--- src/rtl/wasm_run_ctrl_pkg.sv ---
// Shared types for the WASM run controller: work-state encoding and small helpers.
package wasm_run_ctrl_pkg;

    typedef enum logic [1:0] {
        ST_LOAD  = 2'b00,
        ST_RUN   = 2'b01,
        ST_PAUSE = 2'b10,
        ST_DONE  = 2'b11
    } work_state_e;

    // Line-memory readback is only safe while the core is not mutating it.
    function automatic logic readback_allowed(work_state_e s);
        return (s == ST_PAUSE) || (s == ST_DONE);
    endfunction

endpackage

--- src/rtl/wasm_dbg_shifter.sv ---
// Debug probe snapshot: captures the probe bus on request and streams it out MSB first.
module wasm_dbg_shifter
    import wasm_run_ctrl_pkg::*;
#(
    parameter int PROBE_W = 32
) (
    input  logic               i_clk,
    input  logic               i_rst_n,
    input  logic               i_req,
    input  logic [PROBE_W-1:0] i_probe,
    output logic               o_data,
    output logic               o_valid
);

    localparam int CNT_W = $clog2(PROBE_W + 1);

    logic [PROBE_W-1:0] shreg_q;
    logic [CNT_W-1:0]   cnt_q;
    logic               busy;

    assign busy = (cnt_q != '0);

    // A request arriving while a snapshot is still streaming is dropped.
    always_ff @(posedge i_clk or negedge i_rst_n) begin
        if (!i_rst_n) begin
            shreg_q <= '0;
            cnt_q   <= '0;
        end else if (busy) begin
            shreg_q <= shreg_q << 1;
            cnt_q   <= cnt_q - 1'b1;
        end else if (i_req) begin
            shreg_q <= i_probe;
            cnt_q   <= CNT_W'(PROBE_W);
        end
    end

    assign o_valid = busy;
    assign o_data  = busy & shreg_q[PROBE_W-1];

endmodule

--- src/rtl/wasm_run_ctrl.sv ---
// Run controller for the WASM core: work-state FSM, instruction load handshake,
// debug pause/step, sticky errors, pipelined line-memory readback and probe snapshot.
module wasm_run_ctrl
    import wasm_run_ctrl_pkg::*;
#(
    parameter int IADDR_W  = 8,
    parameter int IDATA_W  = 64,
    parameter int LADDR_W  = 8,
    parameter int LDATA_W  = 32,
    parameter int LMEM_LAT = 1,
    parameter int ERR_W    = 3,
    parameter int PROBE_W  = 32
) (
    input  logic               i_clk,
    input  logic               i_rst_n,
    output logic [1:0]         o_work_state,
    output logic [ERR_W-1:0]   o_ERROR,
    output logic               o_instr_mem_wr_rdy,
    input  logic               i_instr_mem_wr_vld,
    input  logic [IADDR_W-1:0] i_instr_mem_wr_addr,
    input  logic [IDATA_W-1:0] i_instr_mem_wr_data,
    input  logic               i_instr_mem_write_finish,
    output logic               o_imem_we,
    output logic [IADDR_W-1:0] o_imem_addr,
    output logic [IDATA_W-1:0] o_imem_wdata,
    output logic               o_core_run,
    input  logic               i_core_finish,
    input  logic [ERR_W-1:0]   i_core_error,
    input  logic               i_debug_ena,
    input  logic               i_debug_step,
    input  logic               i_restart,
    input  logic               i_line_mem_rd_rdy,
    input  logic [LADDR_W-1:0] i_line_mem_rd_addr,
    output logic               o_line_mem_rd_vld,
    output logic [LDATA_W-1:0] o_line_mem_rd_data,
    output logic               o_lmem_re,
    output logic [LADDR_W-1:0] o_lmem_addr,
    input  logic [LDATA_W-1:0] i_lmem_rdata,
    input  logic               i_debug_req,
    input  logic [PROBE_W-1:0] i_probe,
    output logic               o_debug_data,
    output logic               o_debug_valid
);

    work_state_e        state_q, state_d;
    logic [ERR_W-1:0]   err_q, err_d;
    logic [IADDR_W:0]   words_q, words_d;
    logic               imem_we_q;
    logic [IADDR_W-1:0] imem_addr_q;
    logic [IDATA_W-1:0] imem_wdata_q;
    logic               step_prev_q;

    logic wr_rdy;
    logic wr_fire;
    logic step_fire;
    logic core_run;

    assign wr_rdy    = (state_q == ST_LOAD);
    assign wr_fire   = wr_rdy & i_instr_mem_wr_vld;
    // Edge-detect the step so a held step line still yields one run cycle.
    assign step_fire = (state_q == ST_PAUSE) & i_debug_step & ~step_prev_q;
    assign core_run  = (state_q == ST_RUN) | step_fire;

    always_comb begin
        state_d = state_q;
        err_d   = err_q;
        words_d = words_q;

        if (wr_fire && !(&words_q)) begin
            words_d = words_q + 1'b1;
        end

        case (state_q)
            ST_LOAD: begin
                if (i_instr_mem_write_finish) begin
                    // A write landing with finish still counts as a loaded word.
                    if ((words_q == '0) && !wr_fire) begin
                        err_d[ERR_W-1] = 1'b1;
                        state_d        = ST_DONE;
                    end else begin
                        state_d = ST_RUN;
                    end
                end
            end
            ST_RUN, ST_PAUSE: begin
                if (core_run && (i_core_error != '0)) begin
                    err_d   = err_q | i_core_error;
                    state_d = ST_DONE;
                end else if (core_run && i_core_finish) begin
                    state_d = ST_DONE;
                end else begin
                    state_d = i_debug_ena ? ST_PAUSE : ST_RUN;
                end
            end
            ST_DONE: begin
                if (i_restart) begin
                    state_d = ST_LOAD;
                    err_d   = '0;
                    words_d = '0;
                end
            end
            default: begin
                state_d = ST_DONE;
            end
        endcase
    end

    always_ff @(posedge i_clk or negedge i_rst_n) begin
        if (!i_rst_n) begin
            state_q      <= ST_LOAD;
            err_q        <= '0;
            words_q      <= '0;
            imem_we_q    <= 1'b0;
            imem_addr_q  <= '0;
            imem_wdata_q <= '0;
            step_prev_q  <= 1'b0;
        end else begin
            state_q     <= state_d;
            err_q       <= err_d;
            words_q     <= words_d;
            imem_we_q   <= wr_fire;
            step_prev_q <= i_debug_step;
            if (wr_fire) begin
                imem_addr_q  <= i_instr_mem_wr_addr;
                imem_wdata_q <= i_instr_mem_wr_data;
            end
        end
    end

    assign o_work_state       = state_q;
    assign o_ERROR            = err_q;
    assign o_instr_mem_wr_rdy = wr_rdy;
    assign o_imem_we          = imem_we_q;
    assign o_imem_addr        = imem_addr_q;
    assign o_imem_wdata       = imem_wdata_q;
    assign o_core_run         = core_run;

    // Readback: bit k of the pipe is an accepted request delayed k+1 cycles;
    // memory data is valid at stage LMEM_LAT-1 and re-registered for the host.
    logic               rd_accept;
    logic [LMEM_LAT:0]  rd_pipe_q;
    logic [LDATA_W-1:0] rd_data_q;

    assign rd_accept   = i_line_mem_rd_rdy & readback_allowed(state_q);
    assign o_lmem_re   = rd_accept;
    assign o_lmem_addr = rd_accept ? i_line_mem_rd_addr : '0;

    always_ff @(posedge i_clk or negedge i_rst_n) begin
        if (!i_rst_n) begin
            rd_pipe_q <= '0;
            rd_data_q <= '0;
        end else begin
            rd_pipe_q <= {rd_pipe_q[LMEM_LAT-1:0], rd_accept};
            if (rd_pipe_q[LMEM_LAT-1]) begin
                rd_data_q <= i_lmem_rdata;
            end
        end
    end

    assign o_line_mem_rd_vld  = rd_pipe_q[LMEM_LAT];
    assign o_line_mem_rd_data = rd_data_q;

    wasm_dbg_shifter #(
        .PROBE_W (PROBE_W)
    ) u_dbg_shifter (
        .i_clk   (i_clk),
        .i_rst_n (i_rst_n),
        .i_req   (i_debug_req),
        .i_probe (i_probe),
        .o_data  (o_debug_data),
        .o_valid (o_debug_valid)
    );

endmodule
--- config.mk ---
export PLATFORM = sky130hd
export DESIGN_NAME = wasm_run_ctrl
export DESIGN_NICKNAME = d
export VERILOG_FILES = /design/src/rtl/wasm_run_ctrl_pkg.sv /design/src/rtl/wasm_dbg_shifter.sv /design/src/rtl/wasm_run_ctrl.sv
export SDC_FILE = /design/constraint.sdc
export NUM_CORES = 1
export LEC_CHECK = 0
export ABC_AREA = 0
export CELL_PAD_IN_SITES_DETAIL_PLACEMENT = 0
export CELL_PAD_IN_SITES_GLOBAL_PLACEMENT = 1
export CORE_UTILIZATION = 30
export DETAILED_ROUTE_END_ITERATION = 16
export GPL_TIMING_DRIVEN = 0
export HOLD_SLACK_MARGIN = 0.06
export PLACE_DENSITY_LB_ADDON = 0.1
export SLEW_MARGIN = 20
export SYNTH_ARGS = -nofsm -noshare
export SYNTH_HDL_FRONTEND = slang
export SYNTH_SLANG_ARGS = --single-unit
--- constraint.sdc ---
create_clock -name i_clk -period 1.78 [get_ports i_clk]
set_input_delay 0.445 -clock i_clk [delete_from_list [all_inputs] [get_ports i_clk]]
set_output_delay 0.445 -clock i_clk [all_outputs]
set_load 0.1 [all_outputs]
==> reports/results.tsv <==
stage	metric	value	unit
global_routing	grt-ovfl-total	0	
cts	cts_tree	yes	
logic_synthesis	synthArstFlopShare	100	%
cts	path_clk_slew	0.07	ns
sta	final-hold-violation-count	0	
die	chipHeight	151	um
status	violations	negative setup slack	
routing	drc_errors	0	
die	dieArea	0.0228	sq mm
global_routing	track_usage	16.3	%
routing	wl_per_cell	16.3	um
logic_synthesis	synth-main-ff-cell	dfrtp_1	
sta	fin_crit_sh	123	%
critical_path	slowest_stage	dfrtp_4	
logic_synthesis	synth_edf_count	0	
die	fp.coreArea	0.0218	sq mm
cells_and_area	nets	989	
logic_synthesis	synth_top_area_share	60.2	%
critical_path	slowest_delay	0.53	ns
logic_synthesis	ys_seq_area_share	60.2	%
cts	clockBufferDepth	2	
sta	setup_ws	-0.403	ns
placed_design	gp_congestion	0.782	
cts	clock-sinks	160	
worst_hold_path	hold_path.class	register to register	
sta	min_period	2.18	ns
routing	viasPerCell	4.49	
die	die_w	151	um
die	start_util	30.6	%
sta	rsz0062_at_grt	true	
global_routing	grt_max_degree	82	
logic_synthesis	synth_area_leader_cell	dfrtp_1	
cells_and_area	area_growth	56.7	%
logic_synthesis	syn-num-nets	665	
die	num_rows	54	
routing	ant_nets	0	
critical_path	critPathBufInv	1	
cts	insertion_delay	0.42	ns
logic_synthesis	synth_warnings	0	
run	maxCapViolations	0	
routing	drt_iter0_markers	165	
critical_path	ff2ff_setup_slack	-0.21	ns
logic_synthesis	netlist_top_cells_area	dfrtp_1 60%, mux2_2 18%, mux2i_1 4.8%	
global_routing	grt_pass1_wl	28100	um
global_routing	antenna_found_initial	0	
critical_path	end_kind	output port	
cts	root_buffer	clkbuf_16	
critical_path	crit_path_cell_trace	ha_4, and3b_1, or2_4, buf_12	
placed_design	portBuffers	279	
logic_synthesis	syn_area	0.00666	sq mm
placed_design	dp_slack	-1.10	ns
routing	vias	5011	
logic_synthesis	synth_cell_types	43	
critical_path	arrival	1.74	ns
logic_synthesis	syn-mean-instance-area	13.3	sq um
routing	first_pass_iters	4	
critical_path	crit_type	register to output port	
status	outcome	complete, but fails checks	
critical_path	critPathRequiredTime	1.33	ns
sta	fmax	0.458	GHz
cts	htreeDepth	4	
sta	slew_headroom	57.4	%
sta	worst_pin_slew	0.638	ns
cts	cts_buffers	17	
routing	wl	18200	um
critical_path	worstSetupStartpointType	register	
sta	slew_violations	0	
logic_synthesis	synth_cells	499	
cells_and_area	postLayoutCoreUtil	47.9	%
die	io_pins	281	
critical_path	critical-path-top-delay-family	flip-flops	
global_routing	grt_pass1_vias	5308	
critical_path	crit_fanout	4	
logic_synthesis	synth-seq-cells	160	
cells_and_area	drive_gt1_share	41.6	%
sta	skew	0.00820	ns
sta	setup_viol	14	
placed_design	dp_hpwl	13300	um
cells_and_area	diodes	0	
==> per-layer routing <==
layer,global-route usage [%],vias to the layer above,share of wire (%),routed length [um]
met2,29.1,134,54,9770
met5,0,-,0,0
met3,5.51,19,6.1,1120
met4,5.25,0,1.5,273
li1,-,2373,-,-
met1,18.1,2485,39,7050
==> what timing repair did <==
item / CTS / global route
endpoints found under the hold margin: 80 / 0
resized for setup: 666 / 38
hold buffers: 1 / 0
pin swaps: 6 / 9
endpoints found under the setup margin: 167 / 79
setup buffers: 22 / 3
==> metrics by stage <==
step,setup TNS (ns),instance area (sq um),cells,hold WS [ns]
after floorplan,-18.19,6760,499,0.149
after global placement,-1055.48,9900,1058,0.395
after detailed placement,-39.17,9930,1059,0.379
after CTS,-5.11,10400,1113,0.395
after global routing,-6.04,10400,1116,0.412
final,-4.89,10400,1116,0.388
==> state kept, by name, indices dropped and copies added, names as in the netlist <==
| signal | count |
|---|---|
| step_prev_q | 1 |
| o_ERROR | 3 |
| o_imem_wdata | 64 |
| words_q | 9 |
| o_imem_we | 1 |
| o_imem_addr | 8 |
| o_work_state | 2 |
| u_dbg_shifter.shreg_q | 32 |
| rd_pipe_q | 2 |
| u_dbg_shifter.cnt_q | 6 |
| o_line_mem_rd_data | 32 |
==> path summary, 6_finish.rpt <==
path,from,cells after the start,endpoint
setup / recovery,o_work_state[1],4,o_core_run
hold / removal,rd_pipe_q[0],0,rd_pipe_q[1]
setup reg to reg,o_work_state[0],8,o_ERROR[2]
hold reg to reg,rd_pipe_q[0],0,rd_pipe_q[1]
max in group asynchronous,i_rst_n,3,o_work_state[1]
min in group asynchronous,i_rst_n,2,o_line_mem_rd_data[23]
==> kinds of logic after synthesis <==
group | Yosys count | share of synthesized area [%]
buf+inv | 40 | 3.08
compound gates | 58 | 4.98
xor+xnor | 9 | 1.18
flops | 160 | 60.2
fa+ha+maj | 9 | 1.69
simple gates | 86 | 6.33
mux | 137 | 22.6
==> area by class of cell <==
class | count | area, sq um
fillers | 2004 | 11300
flip-flops and latches | 160 | 4020
multi-input cells | 299 | 2630
repair buffers | 306 | 2610
clock buffers | 19 | 443
well taps | 280 | 350
plain buffers | 24 | 170
clock inverters | 13 | 151
inverters | 15 | 58.8
==> cells in the final DEF, fill, tap and decap left out, types with 2 or more instances in the layout <==
master / netlist / routed
inv_2: 1 / 4
clkbuf_16: 0 / 17
mux2i_1: 32 / 32
xnor2_1: 6 / 6
clkbuf_4: 0 / 2
xor2_1: 3 / 3
clkdlybuf4s50_1: 0 / 154
buf_6: 5 / 6
nand2_1: 38 / 38
dfrtp_2: 0 / 3
nand4_1: 3 / 3
clkbuf_1: 5 / 5
ha_1: 9 / 3
and2_4: 0 / 9
nor3_1: 4 / 3
o21ai_0: 34 / 32
buf_4: 0 / 24
nand3_1: 4 / 3
a21oi_1: 7 / 7
nor2_1: 14 / 13
buf_2: 14 / 120
nor3_2: 1 / 2
a31oi_1: 2 / 2
o22ai_1: 3 / 2
dfrtp_1: 160 / 155
ha_4: 0 / 5
nor4_2: 0 / 2
buf_8: 0 / 3
mux2_2: 104 / 103
dfrtp_4: 0 / 2
and3b_2: 1 / 2
inv_6: 0 / 5
buf_12: 0 / 13
inv_1: 14 / 10
clkinvlp_4: 0 / 3
bufinv_16: 0 / 2
o21ai_1: 3 / 5
==> cells in the mapped netlist, types with 4 or more instances <==
master,count
clkbuf_1,5
inv_1,14
nor2_1,14
o21ai_0,34
a21oi_1,7
mux2i_1,32
dfrtp_1,160
nor3_1,4
mux2_2,104
buf_6,5
and2_1,10
xnor2_1,6
nand2_1,38
ha_1,9
buf_2,14
nand3_1,4
Power is not shown: default switching activity piles up to over one toggle a cycle in this logic, so the estimate is an artifact.
